`config.mk`:
```
export PLATFORM = sky130hd
export DESIGN_NAME = fetch_seq_flat
export DESIGN_NICKNAME = d
export VERILOG_FILES = /design/src/rtl/fetch_seq_if.sv /design/src/rtl/fetch_seq.sv /design/src/flat_wrapper.sv
export SDC_FILE = /design/constraint.sdc
export NUM_CORES = 1
export LEC_CHECK = 0
export CELL_PAD_IN_SITES_DETAIL_PLACEMENT = 1
export CELL_PAD_IN_SITES_GLOBAL_PLACEMENT = 1
export CORE_AREA = 3 3 150 152
export DETAILED_ROUTE_END_ITERATION = 8
export DIE_AREA = 0 0 153 155
export GPL_ROUTABILITY_DRIVEN = 0
export PLACE_DENSITY = 0.9
export SYNTH_ARGS = -nofsm -noshare
export SYNTH_HDL_FRONTEND = slang
export SYNTH_SLANG_ARGS = --single-unit
```
`constraint.sdc`:
```
create_clock -name clk -period 11.57 [get_ports clk]
set_input_delay 2.314 -clock clk [delete_from_list [all_inputs] [get_ports clk]]
set_output_delay 2.314 -clock clk [all_outputs]
set_load 0.01 [all_outputs]
```
`src/rtl/fetch_seq_if.sv`:
```
// Fetch-sequencer bundle: instruction-memory req/rvalid handshake plus the
// decoder-facing instruction, PC and retire/branch-outcome signals.
interface fetch_seq_if;
   logic        imem_req;
   logic [31:0] imem_addr;
   logic        imem_rvalid;
   logic [31:0] imem_rdata;
   logic        instr_valid;
   logic [31:0] instr;
   logic [5:0]  op;
   logic [5:0]  funct;
   logic [31:0] pc;
   logic        retire;
   logic        pcsrc;
   logic        jmp;

   modport master (
      output imem_req, imem_addr, instr_valid, instr, op, funct, pc,
      input  imem_rvalid, imem_rdata, retire, pcsrc, jmp
   );

   modport slave (
      input  imem_req, imem_addr, instr_valid, instr, op, funct, pc,
      output imem_rvalid, imem_rdata, retire, pcsrc, jmp
   );
endinterface

```
`src/rtl/fetch_seq.sv`:
```
// Multi-cycle instruction fetch sequencer: requests words from imem, presents
// them to the decoder and forms the next PC from branch/jump outcomes at retire.
//
// state   | meaning
// S_IDLE  | first cycle after reset, goes straight to S_REQ
// S_REQ   | one-cycle imem_req pulse at imem_addr = pc
// S_WAIT  | waiting for imem_rvalid; retries the same pc after WAIT_TIMEOUT cycles
// S_ISSUE | instruction presented; waits for retire to advance pc
module fetch_seq #(
   parameter logic [31:0] RESET_PC     = 32'h0000_0000,
   parameter int          WAIT_TIMEOUT = 16
) (
   input  logic        clk,
   input  logic        rst,
   fetch_seq_if.master bus,
   output logic        fetch_err,
   output logic [31:0] instr_count
);

   localparam int            CW       = (WAIT_TIMEOUT > 2) ? $clog2(WAIT_TIMEOUT) : 1;
   localparam logic [CW-1:0] CNT_LAST = CW'(WAIT_TIMEOUT - 1);

   typedef enum logic [1:0] {S_IDLE, S_REQ, S_WAIT, S_ISSUE} state_t;

   state_t        state;
   logic [31:0]   pc_q;
   logic          req_q;
   logic [31:0]   addr_q;
   logic          vld_q;
   logic [31:0]   instr_q;
   logic [CW-1:0] cnt_q;

   logic [31:0] pc_plus4;
   logic [31:0] br_off;
   logic [31:0] next_pc;

   assign pc_plus4 = pc_q + 32'd4;
   assign br_off   = {{14{instr_q[15]}}, instr_q[15:0], 2'b00};

   // jmp takes priority over a simultaneous taken branch
   always_comb begin
      next_pc = pc_plus4;
      if (bus.jmp)
         next_pc = {pc_plus4[31:28], instr_q[25:0], 2'b00};
      else if (bus.pcsrc)
         next_pc = pc_plus4 + br_off;
   end

   always_ff @(posedge clk or posedge rst) begin
      if (rst) begin
         state       <= S_IDLE;
         pc_q        <= RESET_PC;
         req_q       <= 1'b0;
         addr_q      <= RESET_PC;
         vld_q       <= 1'b0;
         instr_q     <= '0;
         cnt_q       <= '0;
         fetch_err   <= 1'b0;
         instr_count <= '0;
      end else begin
         case (state)
            S_IDLE: begin
               state  <= S_REQ;
               req_q  <= 1'b1;
               addr_q <= pc_q;
            end
            S_REQ: begin
               state <= S_WAIT;
               req_q <= 1'b0;
               cnt_q <= '0;
            end
            S_WAIT: begin
               if (bus.imem_rvalid) begin
                  instr_q <= bus.imem_rdata;
                  vld_q   <= 1'b1;
                  state   <= S_ISSUE;
               end else if (cnt_q == CNT_LAST) begin
                  fetch_err <= 1'b1;
                  req_q     <= 1'b1;
                  addr_q    <= pc_q;
                  state     <= S_REQ;
               end else begin
                  cnt_q <= cnt_q + CW'(1);
               end
            end
            S_ISSUE: begin
               if (bus.retire) begin
                  pc_q        <= next_pc;
                  addr_q      <= next_pc;
                  req_q       <= 1'b1;
                  vld_q       <= 1'b0;
                  instr_count <= instr_count + 32'd1;
                  state       <= S_REQ;
               end
            end
            default: state <= S_IDLE;
         endcase
      end
   end

   assign bus.imem_req    = req_q;
   assign bus.imem_addr   = addr_q;
   assign bus.instr_valid = vld_q;
   assign bus.instr       = instr_q;
   assign bus.op          = instr_q[31:26];
   assign bus.funct       = instr_q[5:0];
   assign bus.pc          = pc_q;

endmodule

```
`src/flat_wrapper.sv`:
```
// flat-port wrapper written by rule: the top's interface ports become plain ports
module fetch_seq_flat 
#(
   parameter logic [31:0] RESET_PC     = 32'h0000_0000,
   parameter int          WAIT_TIMEOUT = 16
)
  (clk, rst, fetch_err, instr_count, bus_imem_req, bus_imem_addr, bus_instr_valid, bus_instr, bus_op, bus_funct, bus_pc, bus_imem_rvalid, bus_imem_rdata, bus_retire, bus_pcsrc, bus_jmp);
  fetch_seq_if bus_i ();
  input  logic clk;
  input  logic rst;
  output logic fetch_err;
  output logic [31:0] instr_count;
  output wire logic [$bits(bus_i.imem_req)-1:0] bus_imem_req;
  output wire logic [$bits(bus_i.imem_addr)-1:0] bus_imem_addr;
  output wire logic [$bits(bus_i.instr_valid)-1:0] bus_instr_valid;
  output wire logic [$bits(bus_i.instr)-1:0] bus_instr;
  output wire logic [$bits(bus_i.op)-1:0] bus_op;
  output wire logic [$bits(bus_i.funct)-1:0] bus_funct;
  output wire logic [$bits(bus_i.pc)-1:0] bus_pc;
  input wire logic [$bits(bus_i.imem_rvalid)-1:0] bus_imem_rvalid;
  input wire logic [$bits(bus_i.imem_rdata)-1:0] bus_imem_rdata;
  input wire logic [$bits(bus_i.retire)-1:0] bus_retire;
  input wire logic [$bits(bus_i.pcsrc)-1:0] bus_pcsrc;
  input wire logic [$bits(bus_i.jmp)-1:0] bus_jmp;
  assign bus_imem_req = bus_i.imem_req;
  assign bus_imem_addr = bus_i.imem_addr;
  assign bus_instr_valid = bus_i.instr_valid;
  assign bus_instr = bus_i.instr;
  assign bus_op = bus_i.op;
  assign bus_funct = bus_i.funct;
  assign bus_pc = bus_i.pc;
  assign bus_i.imem_rvalid = bus_imem_rvalid;
  assign bus_i.imem_rdata = bus_imem_rdata;
  assign bus_i.retire = bus_retire;
  assign bus_i.pcsrc = bus_pcsrc;
  assign bus_i.jmp = bus_jmp;
  fetch_seq #(.RESET_PC(RESET_PC), .WAIT_TIMEOUT(WAIT_TIMEOUT)) u_core (.clk(clk), .rst(rst), .bus(bus_i), .fetch_err(fetch_err), .instr_count(instr_count));
endmodule
```
After elaboration in Yosys (flattened, before gate mapping) --
Cells that the tools add are included.
Word-level totals: output and inout port bits 143, bits in registers 137, word-level logic and storage cells 56, input port bits 38
Operators by class: $add $sub $neg 4, mux-type cells 20, reductions and logical operators 12, bitwise operators 1, equality and inequality tests 10
Operators by type and width (number):
- 32-bit 2-to-1 mux | 5
- 32-bit case mux with 3 select lines | 1
- 32-bit by 1-bit adder with 32-bit output, second input constant | 1
- 32-bit by 3-bit adder with 32-bit output, second input constant | 1
- 32-bit adder | 1
- 3-bit AND reduction | 4
- 4-bit 2-to-1 mux | 2
- 2-bit inequality test, second input constant | 4
- 2-bit case mux with 4 select lines | 1
- 4-bit case mux with 2 select lines | 1
- 2-bit 2-to-1 mux | 3
- 2-bit AND reduction | 3
- 1-bit 2-to-1 mux | 5
- 4-bit by 1-bit adder with 4-bit output, second input constant | 1
- 2-bit == test, second input constant | 2
- 4-bit == test, second input constant | 1
- 1-bit case mux with 4 select lines | 1
- 4-bit AND reduction | 1
- 2-bit nonzero test | 2
- 3-bit by 2-bit inequality test with 1-bit output, second input constant | 1
- 3-bit nonzero test | 1
- 2-bit by 1-bit == test with 1-bit output, second input constant | 1
- 2-bit logical NOT | 1
- 2-bit by 1-bit inequality test with 1-bit output, second input constant | 1
- 2 further kinds | 2

Longest topological paths before layout --
Gate-level depths: netlist of the first run.
word-level depth 6, mapped depth 16, gate-level depth less buffers 16

Least setup slack after synthesis of the first run --
No wires, ideal clock.
path type in2reg, start point input port bus_retire, end point register u_core.instr_count[28], stages on the path 10, setup time 0.126 ns, arrival 3.904 ns, setup slack 7.540 ns, buffers on the path 1, data required time 11.444 ns, path through and2_1 buf_2 and3_1 and3_1 and2_0 and3_1 inv_1 nor2_1 nand3_1 xnor2_1
On the way: cells in the longest elaborated chain, start to end 1
RTL lines:
- start, declared | line flat_wrapper.sv:22 | input wire logic [$bits(bus_i.retire)-1:0] bus_retire;
- 2-bit AND reduction (no line)
- end signal, assigned | line fetch_seq.sv:92 | instr_count <= instr_count + 32'd1;
- end, declared | line fetch_seq.sv:17 | output logic [31:0] instr_count
No other way between the ends. A chain may end at the register's enable or synchronous reset.

Worst setup path after layout of the first run --
start point register u_core.pc_q[3], in the netlist u_core.bus.pc[3], end point register u_core.pc_q[24], in the netlist u_core.bus.pc[24]
On the way: cells in the longest elaborated chain, start to end 4
RTL lines:
- start, declared | line fetch_seq.sv:26 | logic [31:0] pc_q;
- start signal, assigned | line fetch_seq.sv:88 | pc_q <= next_pc;
- 32-bit by 3-bit adder with 32-bit output * | line fetch_seq.sv:37 | assign pc_plus4 = pc_q + 32'd4;
- 32-bit adder | line fetch_seq.sv:46 | next_pc = pc_plus4 + br_off;
- 32-bit 2-to-1 mux * | line fetch_seq.sv:45 | else if (bus.pcsrc)
- 32-bit 2-to-1 mux * | line fetch_seq.sv:43 | if (bus.jmp)
Mark *: on every way between the ends. The rest lies on a longest branch, timed or not.

==> results.py, run 1 <==
metrics = {
    "run_status": {
        "status": "complete, no violations",
    },
    "critical_path": {
        "cp-end-kind": "register",
        "cp_max_fo": 7,
        "crit_top_cell": "o21ai_0",
        "max_stage_delay_ps": 580,
        "cp_slowest_cell": "nor3_1",
        "cp_cell_sequence": "ha_1, inv_1, nor3_1, nand3_1, xnor2_1, ha_1, and4_1, nor2b_1, o21ai_0, o21ai_1, a41oi_1, o21ai_0, xor2_1, a21boi_0, o21ai_0",
        "cp.required_ps": 11870,
        "worstPathBufferInverterCount": 1,
        "worstSetupStartpointType": "register",
        "cp.arrival_ps": 5070,
        "crit_family": "compound AO/OA/AOI/OAI gates",
        "criticalPathCategory": "reg2reg",
    },
    "cts": {
        "cts_root_buf": "clkbuf_16",
        "cts.path.max_buffers": 2,
        "cts_tree": "yes",
        "postCtsSetupRepairBufs": 0,
        "path_clk_slew_ps": 70,
        "cts_max_level": 4,
        "cts_made_buffers": 17,
        "cts_resized": 0,
        "clkLatencyLatePin_ps": 440,
        "cts_sinks": 137,
        "hold_buffers": 0,
    },
    "drt": {
        "drt_iter0_drc": 509,
        "dr.pass1.iters": 5,
        "route.detailed.drc": 0,
        "totalWireLength_mm": 29.8,
        "vias": 7905,
        "avgRoutedWirePerCell_um": 21.8,
        "drtAntennaViolNets": 0,
        "viasPerCell": 5.79,
    },
    "finish": {
        "fin_cells": 1366,
        "multi_input_area_um2": 4670,
        "final_nets": 1159,
        "regArea_um2": 3430,
        "n_antenna_cell": 0,
        "fillers": 2380,
        "drive_gt1_share_pct": 8.80,
        "area_delta_synth_final_pct": 30.5,
    },
    "floorplanning": {
        "coreArea_um2": 21200,
        "die_width_um": 153,
        "dieArea_um2": 23700,
        "num_io_pins": 181,
        "die_y_um": 155,
        "num_rows": 53,
        "initial_core_util_pct": 39.9,
    },
    "timing": {
        "slew_headroom_pct": 33.2,
        "slew_viol_final": 0,
        "fin_setup_tns_ps": 0,
        "final-hold-violation-count": 0,
        "rsz0062_at_grt": "no",
        "fin_worst_skew_ps": 12.1,
        "whs_ps": 467,
        "setup_violations": 0,
        "worst_pin_slew_ps": 998,
        "clock.fmax_mhz": 210,
        "finalCriticalPeriod_ps": 4770,
        "timing.final.crit_share_pct": 41.2,
    },
    "run": {
        "drv_cap": 0,
    },
    "logic_synthesis": {
        "ys_ff_latch": 137,
        "synthesis.nets": 1002,
        "yosysSeqAreaShare_pct": 40.6,
        "synthFlopType": "dfrtp_1",
        "synthCells": 921,
        "synth.avg_cell_area_um2": 9.16,
        "yosys.area.top_type": "dfrtp_1",
        "asyncSetResetFlopFracSynth_pct": 100,
        "synth_commonest_cells": "dfrtp_1, nand2_1, a21oi_1, o21ai_0, nor2_1",
        "synth.distinct_cells": 63,
        "syn-cell-area_um2": 8440,
        "synth_edf_count": 0,
        "yosysWarnings": 0,
        "synth_top_area_share_pct": 40.6,
        "yosys-top-cells-area": "dfrtp_1, ha_1, nand2_1",
    },
    "placed_design": {
        "dp_hpwl_mm": 20.9,
        "io_buffers": 180,
        "placed_cells": 1334,
    },
    "global_routing": {
        "grt_pass1_vias": 8545,
        "grt.overflow.total": 0,
        "grt_max_degree": 79,
        "grt_pass1_wl_mm": 47.2,
        "grtUsageTotal_pct": 25.0,
        "antenna_found_initial": 0,
    },
    "worst_hold_path": {
        "min_path_type": "reg2reg",
    },
    "power": {
        "ir_worst_vdd_v": 0.000161,
        "finalPower_mw": 3.38,
        "p_leak_nw": 4.83,
        "pwr_density_cell_nw_per_um2": 307,
    },
}
-- area by class of cell --
| cell class | instances | area share, % |
|---|---|---|
| inverters | 27 | 0.966 |
| clock inverters | 15 | 1.61 |
| clock buffers | 17 | 3.86 |
| multi-input cells | 707 | 42.4 |
| well taps | 275 | 3.12 |
| repair buffers | 188 | 16.9 |
| flip-flops and latches | 137 | 31.1 |
-- final timing paths --
kind,startpoint,end,slack [ps],depth (start not counted)
hold reg to reg,u_core.bus.imem_addr[1],u_core.bus.imem_addr[1],470,2
setup / recovery,u_core.bus.pc[3],u_core.bus.pc[24],6800,15
hold / removal,u_core.bus.imem_addr[1],u_core.bus.imem_addr[1],470,2
setup reg to reg,u_core.bus.pc[3],u_core.bus.pc[24],6800,15
max in group asynchronous,rst,u_core.bus.pc[20],7880,3
min in group asynchronous,rst,u_core.bus.instr[25],2390,2
-- tightest hold or removal path, stage by stage, from the launching register on --
cell and delay [ps]:
dfrtp_1 340, nand2_1 50, nand2_1 50
-- stage by stage --
stage | worst slack [ps] | instance area, um^2 | utilization (%)
6_report | 6800 | 11000 | 52.1
5_1_grt | 6600 | 11000 | 52.1
4_1_cts | 6830 | 11000 | 52.1
3_5_place_dp | 6440 | 10400 | 49.2
3_3_place_gp | 6610 | 10400 | 49.2
2_1_floorplan | 5590 | 8440 | -
-- flip-flops by register name, indices dropped and copies added, names as in the netlist --
signal,cells
u_core.cnt_q,4
u_core.instr_count,32
u_core.bus.imem_req,1
u_core.bus.pc,32
u_core.bus.imem_addr,32
u_core.bus.instr,32
u_core.fetch_err,1
u_core.bus.instr_valid,1
u_core.state,2
-- per-layer routing --
layer | up-vias | global-route usage, % | routed length, um
met5 | - | 0 | 0
met4 | 0 | 11.6 | 1150
met3 | 82 | 4.87 | 1710
met2 | 313 | 43.9 | 14900
met1 | 3956 | 29.8 | 12000
li1 | 3554 | - | -
-- where the power goes --
group | switching [mW] | internal, mW
combinational | 1.05 | 0.870
clock | 0.265 | 0.291
sequential | 0.255 | 0.649
-- cell families after synthesis --
| group | after synthesis | synth area share [%] |
|---|---|---|
| adders and majority gates | 43 | 6.47 |
| muxes | 54 | 6.93 |
| AOI/OAI and AO/OA | 210 | 15.9 |
| and+or+nand+nor | 322 | 17.9 |
| buffers and inverters | 77 | 4.11 |
| DFF | 137 | 40.6 |
| xor gates and xnor gates | 78 | 8.10 |
-- layout by cell type, fill, tap and decap left out, types with 26 or more instances in the layout --
master / instances
clkdlybuf4s50_1: 180
dfrtp_1: 137
nand2_1: 136
a21oi_1: 66
o21ai_0: 56
nor2_1: 54
xnor2_1: 52
ha_1: 42
nand3_1: 40
mux2_2: 35
and3_1: 27
xor2_1: 26
No activity file was read; power rests on OpenSTA's default activity.
==> inputs of run 2 (changes only) <==
--- a/config.mk
+++ b/config.mk
@@ -7,11 +7,11 @@
 export LEC_CHECK = 0
 export CELL_PAD_IN_SITES_DETAIL_PLACEMENT = 1
 export CELL_PAD_IN_SITES_GLOBAL_PLACEMENT = 1
-export CORE_AREA = 3 3 150 152
+export CORE_AREA = 3 3 152 154
 export DETAILED_ROUTE_END_ITERATION = 8
-export DIE_AREA = 0 0 153 155
+export DIE_AREA = 0 0 155 157
 export GPL_ROUTABILITY_DRIVEN = 0
-export PLACE_DENSITY = 0.9
+export PLACE_DENSITY = 0.88
 export SYNTH_ARGS = -nofsm -noshare
 export SYNTH_HDL_FRONTEND = slang
 export SYNTH_SLANG_ARGS = --single-unit
==> constraint.sdc (replaced) <==
create_clock -name clk -period 4.45 [get_ports clk]
set_input_delay 0.89 -clock clk [delete_from_list [all_inputs] [get_ports clk]]
set_output_delay 0.89 -clock clk [all_outputs]
set_load 0.01 [all_outputs]
==> run 2 against run 1 <==
Compared with the run above: register-to-register slack worse by 6500 ps; fmax rose by 14%; critical path type unchanged; die area up 2.6%; via count decreased by 2.0%; combinational power grew to 2.6 times the previous value; setup slack lost 6500 ps.
==> results.py, run 2 (synthesized netlist as in run 1, its figures left out) <==
metrics = {
    "global_routing": {
        "antenna_found_initial": 0,
        "grt_pass1_wl_mm": 45.0,
        "grt_pass1_vias": 8235,
        "grt_max_degree": 138,
        "grtUsageTotal_pct": 23.2,
        "grt.overflow.total": 0,
    },
    "finish": {
        "drive_gt1_share_pct": 9.31,
        "final_cell_mix": "clkdlybuf4s50_1, dfrtp_1, nand2_1, a21oi_1, o21ai_0",
        "final_common_cell": "clkdlybuf4s50_1",
        "fin_cells": 1376,
        "n_antenna_cell": 0,
        "area_delta_synth_final_pct": 31.3,
        "final_nets": 1164,
    },
    "critical_path": {
        "regToRegEndpoint": "u_core.bus.imem_addr[27]",
        "worstRegToRegCells": 16,
        "criticalPathCategory": "reg2reg",
        "cp.required_ps": 4750,
        "reg2reg_from": "u_core.bus.pc[3]",
        "cp.arrival_ps": 4470,
        "worstSetupStartpointType": "register",
        "cp_max_fo": 7,
        "reg2reg_slack_ps": 280,
        "cp-end-kind": "register",
    },
    "cts": {
        "clkLatencyLatePin_ps": 420,
        "cts_root_buf": "clkbuf_16",
        "cts.path.max_buffers": 2,
        "postCtsSetupRepairBufs": 0,
        "path_clk_slew_ps": 70,
        "cts_made_buffers": 17,
        "cts_max_level": 4,
        "cts_sinks": 137,
        "cts_tree": "yes",
    },
    "drt": {
        "viasPerCell": 5.63,
        "route.detailed.drc": 0,
        "totalWireLength_mm": 28.0,
        "dr.pass1.iters": 5,
        "drt_iter0_drc": 411,
        "drtAntennaViolNets": 0,
        "avgRoutedWirePerCell_um": 20.4,
        "vias": 7749,
    },
    "run": {
        "drv_cap": 0,
    },
    "worst_hold_path": {
        "holdCritStartpoint": "u_core.bus.imem_addr[1]",
        "hold_depth": 2,
        "holdPathEnd": "u_core.bus.imem_addr[1]",
        "min_path_type": "reg2reg",
    },
    "floorplanning": {
        "dieArea_um2": 24300,
        "die_y_um": 157,
        "num_io_pins": 181,
        "initial_core_util_pct": 38.7,
        "num_rows": 54,
        "die_width_um": 155,
        "coreArea_um2": 21800,
    },
    "timing": {
        "final-hold-violation-count": 0,
        "whs_ps": 478,
        "slew_headroom_pct": 27.0,
        "setup_violations": 0,
        "fin_worst_skew_ps": 11.3,
        "clock.fmax_mhz": 240,
        "rsz0062_at_grt": "no",
        "finalCriticalPeriod_ps": 4170,
        "slew_viol_final": 0,
        "setup_slack_ps": 282,
        "worst_pin_slew_ps": 1090,
        "fin_setup_tns_ps": 0,
        "timing.final.crit_share_pct": 93.7,
    },
    "power": {
        "ir_worst_vdd_v": 0.000379,
        "pwr_density_cell_nw_per_um2": 781,
        "p_leak_nw": 4.87,
    },
    "placed_design": {
        "placed_cells": 1344,
        "dp_hpwl_mm": 20.5,
        "io_buffers": 180,
        "pre_cts_ws_ps": 291,
    },
    "run_status": {
        "status": "complete, no violations",
    },
}
## run 2: cell types whose count changed in the layout (fill, tap and decap cells not counted), sizes merged
| cell | delta |
|---|---|
| bufinv | +2 |
| buf | +5 |
| clkinvlp | -2 |
## run 2: worst max-delay path, cell delays in order (launching register included)
cell	delay, ps
dfrtp_1	470
ha_1	280
inv_1	80
nor3_1	260
buf_4	190
nand2_1	80
nor2_1	130
xor2_1	270
ha_1	340
a21o_2	270
a2111oi_4	220
nand4_2	200
a211o_1	370
a2111oi_4	350
a31oi_1	90
o221a_2	150
a221o_1	320
## run 2: cell type report
type / instances / area, um^2
fillers: 2501 / 10700
inverters: 27 / 105
clock inverters: 15 / 183
repair buffers: 193 / 1910
flip-flops and latches: 137 / 3430
clock buffers: 17 / 425
multi-input cells: 707 / 4670
well taps: 280 / 350
## run 2: power by group
part	switching [mW]	leakage (nW)	internal, mW	total [mW]
registers	0.595	1.75	1.69	2.29
logic	2.64	2.83	2.26	4.90
clock network	0.615	0.300	0.850	1.47
## run 2: worst max path at each step
stage	from	end	slack, ps	depth (start not counted)
2_1_floorplan	u_core.bus.pc[4]	u_core.bus.imem_addr[27]	650	15
3_3_place_gp	u_core.bus.pc[4]	u_core.bus.imem_addr[27]	420	14
3_5_place_dp	u_core.bus.pc[5]	u_core.bus.imem_addr[27]	290	14
4_1_cts	u_core.bus.pc[5]	u_core.bus.imem_addr[27]	260	14
5_1_grt	u_core.bus.pc[3]	u_core.bus.imem_addr[27]	20	16
6_report	u_core.bus.pc[3]	u_core.bus.imem_addr[27]	280	16
## run 2: what timing repair did
| action | in CTS | in global routing |
|---|---|---|
| hold buffers | 0 | 0 |
| endpoints found under the hold margin | 0 | 0 |
| endpoints found under the setup margin | 0 | 6 |
| resized for setup | 0 | 1 |
## run 2: layer usage
metal,track usage [%],routed length (um),part of all wire (%)
met3,5.75,1690,6.0
met5,0,0,0
met4,8.07,816,2.9
met1,28.1,11600,41
met2,40.4,13900,50
## run 2: through the flow
step	instance area [um^2]	power, mW	utilization [%]
after floorplan	8440	5.19	-
after global placement	10500	6.96	47.9
after detailed placement	10500	7.14	47.9
after CTS	11100	8.69	50.7
after global routing	11100	9.30	50.7
final	11100	8.65	50.7
